===== src/rtl/z_modem_tx_pkg.sv =====
// Shared types and constants for the Z-Modem TX frame scheduler.
// TX_PREAMBLE exists only when TX_PREAMBLE_EN is defined.
package z_modem_tx_pkg;

    typedef enum logic [2:0] {
        ST_IDLE     = 3'd0,
`ifdef TX_PREAMBLE_EN
        ST_PREAMBLE = 3'd1,
`endif
        ST_PAYLOAD  = 3'd2,
        ST_DRAIN    = 3'd3,
        ST_DONE     = 3'd4
    } tx_sched_state_t;

    localparam int SYMS_PER_BLOCK = 64;

    // Covers the load_en cycle itself plus the two cycles after it
    localparam logic [1:0] GUARD_INIT = 2'd3;

`ifdef TX_PREAMBLE_EN
    localparam logic [127:0] TX_PREAMBLE = 128'hAAAA_AAAA_AAAA_AAAA_CCCC_CCCC_3333_3333;
`endif

endpackage


===== src/rtl/symbol_tick_gen.sv =====
// Programmable symbol tick: one-cycle pulse every SYM_DIV enabled clocks.
module symbol_tick_gen #(
    parameter int SYM_DIV = 100
) (
    input  logic clk,
    input  logic reset,
    input  logic en,
    input  logic clr,
    output logic tick
);

    localparam int CNT_W = $clog2(SYM_DIV);
    localparam logic [CNT_W-1:0] LAST = CNT_W'(SYM_DIV - 1);

    logic [CNT_W-1:0] cnt;

    assign tick = en && (cnt == LAST);

    always_ff @(posedge clk) begin
        if (reset || clr) begin
            cnt <= '0;
        end else if (en) begin
            cnt <= (cnt == LAST) ? '0 : cnt + CNT_W'(1);
        end
    end

endmodule


===== src/rtl/tx_frame_scheduler.sv =====
// Sequences one TX frame (optional preamble + payload blocks) into the symbol serializer.
// Optional preamble block enabled by defining TX_PREAMBLE_EN.
module tx_frame_scheduler
    import z_modem_tx_pkg::*;
#(
    parameter int SYM_DIV = 100,
    parameter int LEN_W   = 8
) (
    input  logic             clk,
    input  logic             reset,
    input  logic             start,
    input  logic             abort,
    input  logic [LEN_W-1:0] frame_len,
    input  logic [127:0]     blk_data,
    input  logic             blk_valid,
    output logic             blk_ready,
    output logic [127:0]     cipher_data,
    output logic             load_en,
    input  logic             buffer_ready,
    output logic             mod_req,
    output logic             busy,
    output logic             done,
    output logic             err_underrun
);

    tx_sched_state_t  state_q, state_d;
    logic [LEN_W-1:0] len_q;
    logic [LEN_W-1:0] blk_cnt;
    logic [1:0]       guard_cnt;
    logic             guard_clr;
    logic             start_acc;
    logic             load_pre;
    logic             load_blk;
    logic             underrun_set;

    assign busy      = (state_q != ST_IDLE);
    assign done      = (state_q == ST_DONE);
    assign guard_clr = (guard_cnt == 2'd0);
    assign start_acc = start && !abort && (state_q == ST_IDLE);

    // A tick with an empty serializer and no block on offer means a symbol slot was lost
    assign underrun_set = (state_q == ST_PAYLOAD) && mod_req && buffer_ready
                          && !blk_valid && guard_clr;

    symbol_tick_gen #(.SYM_DIV(SYM_DIV)) u_tick (
        .clk   (clk),
        .reset (reset),
        .en    (busy),
        .clr   (start_acc || !busy),
        .tick  (mod_req)
    );

    always_ff @(posedge clk) begin
        if (reset) begin
            state_q <= ST_IDLE;
        end else begin
            state_q <= state_d;
        end
    end

    always_comb begin
        state_d  = state_q;
        load_pre = 1'b0;
        load_blk = 1'b0;
        case (state_q)
            ST_IDLE: begin
                if (start_acc) begin
`ifdef TX_PREAMBLE_EN
                    state_d = ST_PREAMBLE;
`else
                    state_d = (frame_len == '0) ? ST_DRAIN : ST_PAYLOAD;
`endif
                end
            end
`ifdef TX_PREAMBLE_EN
            ST_PREAMBLE: begin
                if (buffer_ready && guard_clr) begin
                    load_pre = 1'b1;
                    state_d  = (len_q == '0) ? ST_DRAIN : ST_PAYLOAD;
                end
            end
`endif
            ST_PAYLOAD: begin
                if (buffer_ready && blk_valid && guard_clr) begin
                    load_blk = 1'b1;
                    if (blk_cnt == len_q - LEN_W'(1)) begin
                        state_d = ST_DRAIN;
                    end
                end
            end
            ST_DRAIN: begin
                if (buffer_ready && guard_clr) begin
                    state_d = ST_DONE;
                end
            end
            ST_DONE: state_d = ST_IDLE;
            default: state_d = ST_IDLE;
        endcase
        if (abort) begin
            state_d  = ST_IDLE;
            load_pre = 1'b0;
            load_blk = 1'b0;
        end
    end

    // Load strobes, accept pulse and cipher_data all change on the same edge
    always_ff @(posedge clk) begin
        if (reset) begin
            len_q        <= '0;
            blk_cnt      <= '0;
            guard_cnt    <= '0;
            cipher_data  <= '0;
            load_en      <= 1'b0;
            blk_ready    <= 1'b0;
            err_underrun <= 1'b0;
        end else begin
            load_en   <= load_pre || load_blk;
            blk_ready <= load_blk;
`ifdef TX_PREAMBLE_EN
            if (load_pre) begin
                cipher_data <= TX_PREAMBLE;
            end
`endif
            if (load_blk) begin
                cipher_data <= blk_data;
            end
            if (load_pre || load_blk) begin
                guard_cnt <= GUARD_INIT;
            end else if (!guard_clr) begin
                guard_cnt <= guard_cnt - 2'd1;
            end
            if (start_acc) begin
                len_q        <= frame_len;
                blk_cnt      <= '0;
                err_underrun <= 1'b0;
            end else begin
                if (load_blk) begin
                    blk_cnt <= blk_cnt + LEN_W'(1);
                end
                if (underrun_set) begin
                    err_underrun <= 1'b1;
                end
            end
        end
    end

endmodule


===== config.mk =====
export PLATFORM = sky130hd
export DESIGN_NAME = tx_frame_scheduler
export DESIGN_NICKNAME = d
export VERILOG_FILES = /design/src/rtl/z_modem_tx_pkg.sv /design/src/rtl/symbol_tick_gen.sv /design/src/rtl/tx_frame_scheduler.sv
export SDC_FILE = /design/constraint.sdc
export NUM_CORES = 1
export LEC_CHECK = 0
export CORE_MARGIN = 1.5
export CORE_UTILIZATION = 37
export CTS_CLUSTER_DIAMETER = 50
export DETAILED_ROUTE_END_ITERATION = 8
export PLACE_DENSITY_LB_ADDON = 0.2
export SYNTH_ARGS = -nofsm -noshare
export SYNTH_HDL_FRONTEND = slang
export SYNTH_SLANG_ARGS = --single-unit

===== constraint.sdc =====
create_clock -name clk -period 1.9 [get_ports clk]
set_input_delay 0.57 -clock clk [delete_from_list [all_inputs] [get_ports clk]]
set_output_delay 0.57 -clock clk [all_outputs]
set_load 0.05 [all_outputs]

==> metrics.md <==
| Metric | Value |
|---|---|
| Final GP Congestion | 0.826 |
| Number of DRC markers in iteration 0 | 261 |
| Largest net degree at the start of global routing | 90 |
| Clock slew at reported path FFs | 0.06 ns |
| Routed Antenna Nets | 0 |
| M1 WL | 9070 µm |
| Setup WS post-layout | -0.277 ns |
| Reg-to-reg critical path startpoint | state_q[1] |
| Core Rows | 46 |
| Tot Pwr | 7.77 mW |
| CTS tree | done |
| Synthesized instance count | 736 |
| Mapped Area | 0.00596 mm² |
| Commonest non-fill, non-tap cell in the layout | buf_4 |
| Via density | 4.98 |
| F_max | 0.459 GHz |
| Grt total ovfl | 0 |
| Hold Vio Cnt, Final | 0 |
| Unrepaired setup endpoints after global routing | true |
| CP required | 2.19 ns |
| CTS Sinks | 158 |
| R2r setup slk | -0.28 ns |
| Clock root buffer | clkbuf_16 |
| Vias in the first global route | 6545 |
| Synth cell types | 34 |
| Slew of the pin with the lowest slew margin | 0.566 ns |
| Die Span X | 130 µm |
| Post-Route Skew | 0.00806 ns |
| Cell Count, Final, Fillers Out | 1311 |
| Mapped Avg Cell Area | 8.09 µm² |
| Met3 Routed Length | 1780 µm |
| Seq/Total Area, Yosys | 53.1% |
| Fin crit period | 2.18 ns |
| CP Launch Type | flop |
| Pleak | 4.77 nW |
| Share of layout cells above drive strength 1 | 47.9% |
| Final setup fails | 139 |
| # H-tree levels | 4 |
| Pre-CTS WS | -0.503 ns |
| Peak VDD IR | 0.000564 V |
| Nets | 1228 |
| Area grow syn2layout | 98.7% |
| P per Cell Area | 657 mW/mm² |
| Max-cap violations | 0 |
| Drt pass-1 iters | 4 |
| WHS Endpoint | cipher_data[14] |
| Synthesis-stage register bit count | 158 |
| Tcrit/Tclk final | 115% |
| Ys Warns | 0 |
| Crit path launch | state_q[1] |
| Core area | 0.0158 mm² |
| Die Area | 0.0169 mm² |
| Fillers | 1066 |
| Routed vias | 6531 |
| Final Hold Slack | 0.450 ns |
| Gr usage total | 26.8% |
| Delay of the slowest cell on the worst path | 0.46 ns |
| Failing checks | negative setup slack |
| Most frequent cells in the layout | 165 x buf_4, 154 x dfxtp_1, 139 x clkdlybuf4s50_1 |
| Max Root-Sink Buffers | 2 |
| Dpl hpwl | 11900 µm |
| Critical-path maximum fanout | 17 |
| Reg2reg path depth | 8 |
| First-pass GRT wire length | 34300 µm |
| Vert. Die Dim | 130 µm |
| Inst Count DP | 1217 |
| ANT cells | 0 |
| Worst flop-to-flop path endpoint | cipher_data[15] |
| Worst Hold Depth | 2 |
| Final wirelength | 24200 µm |
| Clk_lat worst skew | 0.43 ns |
| PortBufs | 275 |
| DR DRC count | 0 |
| Syn Nets | 882 |
| Initial antenna violation count | 0 |
| Met2 routed WL | 12300 µm |
| HP Class | reg2reg |
| Highest routed layer | met4 |
| CP Capture Type | flop |
| Cts bufs inserted | 17 |
| Max transition margin | 62.3% |
| Crit Path Class | reg2reg |
| Status | complete, but fails checks |
| Max stage delay cell, worst path | or3b_4 |
| HP Start | cipher_data[14] |
| Crit path cell chain | or3b_4 > or2_4 > buf_6 > buf_6 > or3b_4 > clkbuf_16 > nand2_1 > a21oi_1 |
| Max Slew Vio Count | 0 |
| Crit path DAT | 2.46 ns |
| Avg WL per Cell | 18.4 µm |
| Num ports | 276 |
| Initial Utilization | 37.6% |
==> state kept, by name, indices dropped and copies added (netlist names) <==
register and cells:
cipher_data 128, blk_cnt 8, len_q 8, u_tick.cnt 7, state_q 3, guard_cnt 2
err_underrun 1, load_en 1
==> synth_stat cells <==
master,n,share of area [%]
a32oi_1,1,0.15
a211oi_1,2,0.25
and2_1,1,0.11
nand4_1,10,1.1
buf_4,10,1.3
buf_6,9,1.7
xor2_1,17,2.5
ha_1,4,0.84
a21oi_1,134,11
nand3_1,3,0.25
nand2_1,270,17
a21oi_2,1,0.15
clkbuf_1,26,1.6
or2_1,1,0.11
nor2b_1,1,0.11
o211ai_1,2,0.25
nor2_1,32,2.0
nor4bb_1,1,0.17
nor4_1,3,0.32
and3_1,2,0.21
nand2b_1,1,0.11
mux2i_1,9,1.5
nor3b_1,3,0.38
buf_2,7,0.59
o21ai_0,4,0.34
nor3_1,3,0.25
a31oi_1,3,0.32
nand3b_1,3,0.38
dfxtp_1,158,53
xnor2_1,5,0.74
inv_1,5,0.32
or3b_1,2,0.29
or3_1,2,0.21
a2111oi_0,1,0.15
==> stage by stage <==
| stage | utilization, % | setup TNS, ns | cell area (µm²) |
|---|---|---|---|
| 2_1_floorplan | - | -6.50 | 6000 |
| 3_3_place_gp | 55.6 | -63.09 | 8810 |
| 3_5_place_dp | 55.6 | -65.80 | 8810 |
| 4_1_cts | 72.5 | -24.83 | 11500 |
| 5_1_grt | 74.8 | -34.56 | 11800 |
| 6_report | 74.8 | -27.72 | 11800 |
==> what timing repair did <==
action	CTS	global route
resized for setup	267	170
endpoints found under the setup margin	132	143
hold buffers	0	0
buffers inserted	38	6
pin swaps	146	107
gates cloned	33	2
==> cell families after synthesis <==
| logic type | Yosys count | synth area share (%) |
|---|---|---|
| buf+inv | 57 | 5.50 |
| fa+ha+maj | 4 | 0.840 |
| simple gates | 338 | 23.0 |
| flops | 158 | 53.1 |
| mux | 9 | 1.51 |
| xor+xnor | 22 | 3.23 |
| compound gates | 148 | 12.9 |
==> worst max-delay path by stage <==
stage                                   to  slack, ns  cells after the start
final                      cipher_data[15]      -0.28                      8
after global routing       cipher_data[66]      -0.34                     11
after CTS                          mod_req      -0.29                      5
after detailed placement  cipher_data[100]      -0.50                      7
after global placement     cipher_data[10]      -0.50                      8
after floorplan             cipher_data[0]      -0.09                      9
==> metal layers <==
layer / vias up / global-route usage (%)
met5: - / 0
met4: 0 / 15.9
met3: 70 / 9.23
met2: 256 / 45.7
met1: 3084 / 28.8
li1: 3121 / -
==> worst max-delay path, delay by kind of cell, from the launching register on <==
family / cells / cell delay [ns]
DFF: 1 / 0.33
and+or+nand+nor: 4 / 1.20
buffers and inverters: 3 / 0.45
AOI/OAI and AO/OA: 1 / 0.06
==> area by class of cell <==
class	count	area, µm²	share of cell area, %
clock buffers	21	450	3.81
clock inverters	11	93.8	0.793
inverters	5	18.8	0.159
multi-input cells	523	3770	31.9
flip-flops and latches	158	3170	26.8
well taps	216	270	2.28
repair buffers	377	4060	34.3
==> where the power goes <==
part | internal [mW] | switching (mW) | leakage, nW | total [mW]
clock | 1.83 | 1.40 | 0.259 | 3.23
combinational | 0.584 | 0.543 | 3.24 | 1.13
sequential | 3.37 | 0.0480 | 1.28 | 3.42
Power figures use the tool's default switching activity.
